[config.mk]
export PLATFORM = sky130hd
export DESIGN_NAME = svi_chan_src_pipe
export DESIGN_NICKNAME = d
export VERILOG_FILES = /design/src/rtl/svi_chan_src_pipe.sv
export SDC_FILE = /design/constraint.sdc
export NUM_CORES = 1
export LEC_CHECK = 0
export CAP_MARGIN = 20
export CELL_PAD_IN_SITES_DETAIL_PLACEMENT = 0
export CELL_PAD_IN_SITES_GLOBAL_PLACEMENT = 1
export CORE_UTILIZATION = 35
export CTS_CLUSTER_SIZE = 28
export DETAILED_ROUTE_END_ITERATION = 10
export PLACE_DENSITY = 0.82
export SLEW_MARGIN = 0
export SYNTH_ARGS = -nofsm -noshare
export SYNTH_HDL_FRONTEND = slang
export SYNTH_SLANG_ARGS = --single-unit
[constraint.sdc]
create_clock -name i_clk -period 3.1 [get_ports i_clk]
set_input_delay 0.62 -clock i_clk [delete_from_list [all_inputs] [get_ports i_clk]]
set_output_delay 0.62 -clock i_clk [all_outputs]
set_load 0.01 [all_outputs]
[src/rtl/svi_chan_src_pipe.sv]
// Per-channel source select (const / all-ones / input / hold) feeding a DEPTH-stage
// valid-qualified delay line under one global stall, with a saturating accept counter.
module svi_chan_src_pipe #(
   parameter int unsigned          N_CH      = 4,
   parameter int unsigned          W         = 8,
   parameter int unsigned          DEPTH     = 2,
   parameter logic [W-1:0]         CONST_VAL = '0,
   parameter int unsigned          CNT_W     = 8
) (
   input  logic                            i_clk,
   input  logic                            i_rst,
   input  logic [N_CH-1:0]                 i_valid,
   input  logic [N_CH-1:0][W-1:0]          i_data,
   input  logic [N_CH-1:0][1:0]            i_mode,
   input  logic                            i_stall,
   output logic [N_CH-1:0]                 o_valid,
   output logic [N_CH-1:0][W-1:0]          o_data,
   output logic [N_CH-1:0][CNT_W-1:0]      o_cnt
);

   localparam logic [1:0] MODE_CONST   = 2'd0;
   localparam logic [1:0] MODE_LITERAL = 2'd1;
   localparam logic [1:0] MODE_SIGNAL  = 2'd2;
   localparam logic [1:0] MODE_HOLD    = 2'd3;

   logic [N_CH-1:0][DEPTH-1:0][W-1:0] data_q, data_d;
   logic [N_CH-1:0][DEPTH-1:0]        vld_q,  vld_d;
   logic [N_CH-1:0][CNT_W-1:0]        cnt_q,  cnt_d;

   always_comb begin
      data_d = data_q;
      vld_d  = vld_q;
      cnt_d  = cnt_q;
      if (!i_stall) begin
         for (int c = 0; c < int'(N_CH); c++) begin
            vld_d[c][0] = i_valid[c];
            if (i_valid[c]) begin
               case (i_mode[c])
                  MODE_CONST:   data_d[c][0] = CONST_VAL;
                  MODE_LITERAL: data_d[c][0] = {W{1'b1}};
                  MODE_SIGNAL:  data_d[c][0] = i_data[c];
                  MODE_HOLD:    data_d[c][0] = data_q[c][0];
                  default:      data_d[c][0] = data_q[c][0];
               endcase
               if (cnt_q[c] != {CNT_W{1'b1}})
                  cnt_d[c] = cnt_q[c] + 1'b1;
            end
            for (int k = 1; k < int'(DEPTH); k++) begin
               data_d[c][k] = data_q[c][k-1];
               vld_d[c][k]  = vld_q[c][k-1];
            end
         end
      end
   end

   always_ff @(posedge i_clk or posedge i_rst) begin
      if (i_rst) begin
         data_q <= {(N_CH*DEPTH){CONST_VAL}};
         vld_q  <= '0;
         cnt_q  <= '0;
      end else begin
         data_q <= data_d;
         vld_q  <= vld_d;
         cnt_q  <= cnt_d;
      end
   end

   // Outputs come straight from the last stage registers: no input-to-output path.
   always_comb begin
      o_valid = '0;
      o_data  = '0;
      for (int c = 0; c < int'(N_CH); c++) begin
         o_valid[c] = vld_q[c][DEPTH-1];
         o_data[c]  = data_q[c][DEPTH-1];
      end
      o_cnt = cnt_q;
   end

endmodule
==> flow_metrics.tcl, run 1 <==
set metrics [dict create \
    internal-power_mw 2.93 \
    syn_inst 446 \
    io_pins 115 \
    timing.final.hold_violations 0 \
    clk_pin_slew_ns 0.07 \
    setup_violations 0 \
    worst_r2r_path_depth 5 \
    holdBufCountCts 0 \
    routed-via-count 3423 \
    critPathBufInv 1 \
    end_kind "output pin" \
    reg2reg_setup_slack_ns 1.52 \
    maxCapViolations 0 \
    grt_max_degree 105 \
    p_leak_nw 2.74 \
    routed_wl_um 9880 \
    syn_nets 509 \
    antenna_found_initial 0 \
    switchingPower_mw 1.24 \
    grt_pass1_wl_um 16400 \
    avgSynthCellArea_um2 11.2 \
    cts_tree "yes" \
    yosys_warnings 0 \
    hold_path.class "reg2reg" \
    cp_cell_sequence "clkdlybuf4s50_1" \
    dieArea_um2 14700 \
    fp.dieH_um 121 \
    antenna_cells 0 \
    cp.required_ns 2.48 \
    p_comb_share_pct 27.5 \
    synth.yosys.seq_area_share_pct 52.1 \
    root_buffer "clkbuf_16" \
    detail_route.vias_per_cell 4.92 \
    gr-total-overflow 0 \
    drc 0 \
    drtPass1Iterations 6 \
    start_util_pct 36.0 \
    core_um2 13900 \
    layout_common_cells "clkdlybuf4s50_1, dfrtp_1, nand2_1, a21oi_1, mux2_2" \
    avgRoutedWirePerCell_um 14.2 \
    hold_path_end "vld_q[2]$_DFFE_PP0N_" \
    fin_crit_ns 2.05 \
    grt_pass1_vias 3460 \
    rsz0062_at_grt "false" \
    routabilityCongestion 0.815 \
    synth.cell_area_um2 4990 \
    area_growth_pct 25.3 \
    nets 575 \
    crit_family "buffers and inverters" \
    yosys.area_share.simple_pct 11.1 \
    post-place-ws_ns 0.816 \
    portBuffers 114 \
    hpwl_um 6950 \
    power_density_nw_per_um2 667 \
    synth-adder-area-share_pct 4.01 \
    final_common_cell "clkdlybuf4s50_1" \
    antenna_left 0 \
    max_slew_margin_pct 58.4 \
    post_cts_buffers 0 \
    p_clk_share_pct 26.3 \
    cp_slowest_cell "clkdlybuf4s50_1" \
    arrival_ns 1.43 \
    path_class "reg2out" \
    clock_latency_ns 0.34 \
    drt_iter0_markers 246 \
    synth-compound-area-share_pct 11.4 \
    synth_top_family_by_area "compound AO/OA/AOI/OAI gates" \
    slowest_delay_ns 0.60 \
    swShare_pct 29.7 \
    min_path_cells 2 \
    worst_slew_pin_slew_ns 0.624 \
    tns_ns 0 \
    setup_slack_ns 1.05 \
    fmax_mhz 488 \
    htree_levels 3 \
    fin_crit_sh_pct 66.1 \
    hp-start "vld_q[2]$_DFFE_PP0N_" \
    cp_max_fo 8 \
    die-width_um 121 \
    r2r-start "o_cnt[8]$_DFFE_PP0P_" \
    cts_sinks 104 \
    cts_buffer_depth 2 \
    status "completed" \
    ir_drop_mv 0.361 \
    r2r_end "o_cnt[14]$_DFFE_PP0P_" \
    seq_power_share_pct 46.2 \
    synth_mux_area_share_pct 10.8 \
    slew_viol_final 0 \
    grtUsageTotal_pct 14.2 \
    synth-xor-area-share_pct 1.58 \
    skew_ns 0.00690 \
    synthDistinctLibCells 38 \
    crit_path_start_kind "register" \
    synth_seq_cells 104 \
    drive_gt1_share_pct 12.0 \
    cts_buffers 9 \
    cts_resized 0 \
    fp-row-count 43 \
]
==> stage by stage <==
step                      utilization, %  instances  hold slack, ns  cell area, um2  power, mW
final                               45.1        696           0.476            6260       4.17
after global routing                45.1        696           0.510            6260       4.43
after CTS                           45.1        696           0.482            6260       4.23
after detailed placement            43.1        681           0.466            5980       3.11
after global placement              43.1        681           0.455            5980       3.07
after floorplan                        -        446           0.444            5000       2.54
==> flip-flops by register name, summed over array words and instances (netlist names) <==
signal / cells
data_q: 32
o_cnt: 32
vld_q: 4
o_valid: 4
o_data: 32
==> how the worst max path moves through the flow <==
| stage | endpoint | cells past startpoint | startpoint |
|---|---|---|---|
| final | o_cnt[26] | 1 | o_cnt[26]$_DFFE_PP0P_ |
| after CTS | o_cnt[26] | 1 | o_cnt[26]$_DFFE_PP0P_ |
| after global routing | o_cnt[26] | 1 | o_cnt[26]$_DFFE_PP0P_ |
| after global placement | data_q[5]$_DFFE_PP0P_ | 4 | i_mode[0] |
| after floorplan | data_q[0]$_DFFE_PP0P_ | 1 | i_rst |
| after detailed placement | data_q[4]$_DFFE_PP0P_ | 4 | i_mode[0] |
==> per-layer routing <==
metal,global-route usage [%],share of wire (%),wire length (um)
met3,3.15,4.9,488
met2,22.8,47,4690
met1,18.3,46,4550
met4,5.79,1.6,158
met5,0,0,0
==> logic make-up after synthesis <==
kind of cell             Yosys count
buffers and inverters             71
flip-flops                       104
multiplexers                      48
AO/OA/AOI/OAI                     92
adder cells (fa/ha/maj)           16
XOR/XNOR                           9
AND/OR/NAND/NOR                  106
==> synth_stat cells, drive strengths merged <==
| cell type | count | share of area (%) |
|---|---|---|
| xnor2 | 7 | 1.2 |
| nor3 | 4 | 0.50 |
| a21o | 3 | 0.45 |
| nand4 | 8 | 1.1 |
| inv | 9 | 0.68 |
| mux2i | 1 | 0.20 |
| a41oi | 2 | 0.35 |
| and3 | 5 | 0.63 |
| o31ai | 32 | 4.8 |
| ha | 16 | 4.0 |
| a211oi | 1 | 0.15 |
| nand2b | 7 | 1.0 |
| or2 | 1 | 0.13 |
| mux2 | 47 | 11 |
| and2 | 1 | 0.13 |
| nor2 | 7 | 0.53 |
| nor4 | 1 | 0.13 |
| nand2 | 51 | 3.8 |
| nor2b | 7 | 1.4 |
| a31oi | 3 | 0.38 |
| and3b | 1 | 0.18 |
| a21oi | 46 | 4.6 |
| buf | 62 | 8.3 |
| o21a | 2 | 0.30 |
| xor2 | 2 | 0.35 |
| nand3 | 10 | 1.0 |
| o21ai | 3 | 0.30 |
| and4 | 3 | 0.53 |
| dfrtp | 104 | 52 |
==> power by group through the flow <==
stage / clock network, mW / logic [mW] / registers [mW]
4_1_cts: 1.14 / 1.16 / 1.93
6_report: 1.10 / 1.15 / 1.93
2_1_floorplan: 0 / 0.591 / 1.95
3_3_place_gp: 0 / 1.14 / 1.93
5_1_grt: 1.19 / 1.27 / 1.98
3_5_place_dp: 0 / 1.16 / 1.95
==> cell type report <==
class | count | area [um2]
tap | 180 | 225
inverter | 9 | 37.5
fill | 1302 | 7620
clock buffer | 12 | 236
sequential | 104 | 2600
multi-input combinational | 271 | 1940
clock inverter | 3 | 43.8
timing repair buffer | 117 | 1170
Power figures use the tool's default switching activity.
==> inputs of run 2 (changes only) <==
- PLACE_DENSITY: 0.82 -> 0.79
- clock period: 3.1 -> 1.95 ns (I/O delays scaled with it)
==> flow_metrics.tcl, run 2 (synthesized netlist as in run 1, its figures left out) <==
set metrics [dict create \
    hpwl_um 7170 \
    slowest_delay_ns 0.61 \
    hold_path.class "in2async" \
    drive_gt1_share_pct 13.9 \
    cts_buffers 9 \
    post_cts_buffers 0 \
    fin_util_pct 46.1 \
    antenna_cells 0 \
    setup_slack_ns 0.110 \
    r2r-start "o_cnt[8]$_DFFE_PP0P_" \
    setup_violations 0 \
    gr-total-overflow 0 \
    detail_route.vias_per_cell 4.91 \
    layout_common_cells "clkdlybuf4s50_1, dfrtp_1, nand2_1, a21oi_1, mux2_2" \
    r2r_end "o_cnt[14]$_DFFE_PP0P_" \
    grtUsageTotal_pct 14.2 \
    avgRoutedWirePerCell_um 14.1 \
    root_buffer "clkbuf_16" \
    fin_area_um2 6400 \
    clock_latency_ns 0.34 \
    fp-row-count 43 \
    routed-via-count 3457 \
    clk_pin_slew_ns 0.07 \
    grt_pass1_vias 3388 \
    grt_pass1_wl_um 16300 \
    placed_area_um2 6050 \
    routabilityCongestion 0.791 \
    crit_family "buffers and inverters" \
    path_class "reg2out" \
    htree_levels 3 \
    maxCapViolations 0 \
    dp.cells 688 \
    tns_ns 0 \
    antenna_found_initial 0 \
    ir_drop_mv 0.598 \
    power_density_nw_per_um2 1090 \
    portBuffers 114 \
    cp.required_ns 1.56 \
    drtPass1Iterations 4 \
    holdBufCountCts 0 \
    fp.dieH_um 121 \
    skew_ns 0.00410 \
    max_slew_margin_pct 69.4 \
    rsz0062_at_grt "false" \
    drt_iter0_markers 154 \
    grt_max_degree 36 \
    status "completed" \
    cts_buffer_depth 2 \
    cts_tree "yes" \
    cp_cell_sequence "clkdlybuf4s50_1" \
    p_leak_nw 2.80 \
    area_growth_pct 28.2 \
    dieArea_um2 14700 \
    fin_cells 704 \
    core_um2 13900 \
    timing.final.hold_violations 0 \
    worst_r2r_path_depth 5 \
    reg2reg_setup_slack_ns 0.37 \
    worst_slew_pin_slew_ns 0.459 \
    cp_max_fo 7 \
    start_util_pct 36.0 \
    antenna_left 0 \
    die-width_um 121 \
    final_common_cell "clkdlybuf4s50_1" \
    post-place-ws_ns 0.0821 \
    fmax_mhz 543 \
    crit_path_start_kind "register" \
    end_kind "output pin" \
    cts_sinks 104 \
    arrival_ns 1.45 \
    routed_wl_um 9940 \
    critPathBufInv 1 \
    fin_crit_sh_pct 94.4 \
    fin_crit_ns 1.84 \
    nets 582 \
    cp_slowest_cell "clkdlybuf4s50_1" \
    slew_viol_final 0 \
    cts_resized 0 \
    io_pins 115 \
    drc 0 \
]
[run 2: cell types whose count changed in the layout (fill, tap and decap cells not counted)]
cell	before	now
buf_4	2	7
clkinvlp_4	1	5
clkbuf_1	3	0
buf_12	1	3
bufinv_16	1	3
clkinv_2	1	0
clkinv_4	1	0
[run 2: area by class of cell]
type,instances,area [um2]
clock buffer,9,225
clock inverter,7,120
tap,180,225
inverter,9,37.5
fill,1290,7480
multi-input combinational,271,1940
timing repair buffer,124,1250
sequential,104,2600
[run 2: metrics by stage]
step | hold slack [ns] | power [mW]
final | 0.306 | 6.98
after global routing | 0.315 | 7.41
after CTS | 0.296 | 7.08
after detailed placement | 0.463 | 4.97
after global placement | 0.457 | 4.92
after floorplan | 0.444 | 4.04
[run 2: layer usage]
metal	part of all wire [%]	routed length (um)	global-route usage [%]
met5	0	0	0
met4	1.6	162	6.02
met3	4.2	414	2.73
met2	47	4660	22.3
met1	47	4700	19.0
[run 2: worst max path at each step]
stage / from / end / slack, ns / cells past startpoint
after floorplan: i_rst / data_q[0]$_DFFE_PP0P_ / 0.31 / 1
after global placement: i_valid[0] / o_cnt[5]$_DFFE_PP0P_ / 0.09 / 5
after detailed placement: i_valid[0] / o_cnt[5]$_DFFE_PP0P_ / 0.08 / 5
after CTS: o_cnt[27]$_DFFE_PP0P_ / o_cnt[27] / 0.09 / 1
after global routing: o_cnt[27]$_DFFE_PP0P_ / o_cnt[27] / 0.04 / 1
final: o_cnt[27]$_DFFE_PP0P_ / o_cnt[27] / 0.11 / 1
[run 2: where the power goes]
group | internal, mW | switching, mW | total, mW
clock network | 1.25 | 0.810 | 2.06
logic | 1.09 | 0.761 | 1.85
registers | 2.60 | 0.467 | 3.06
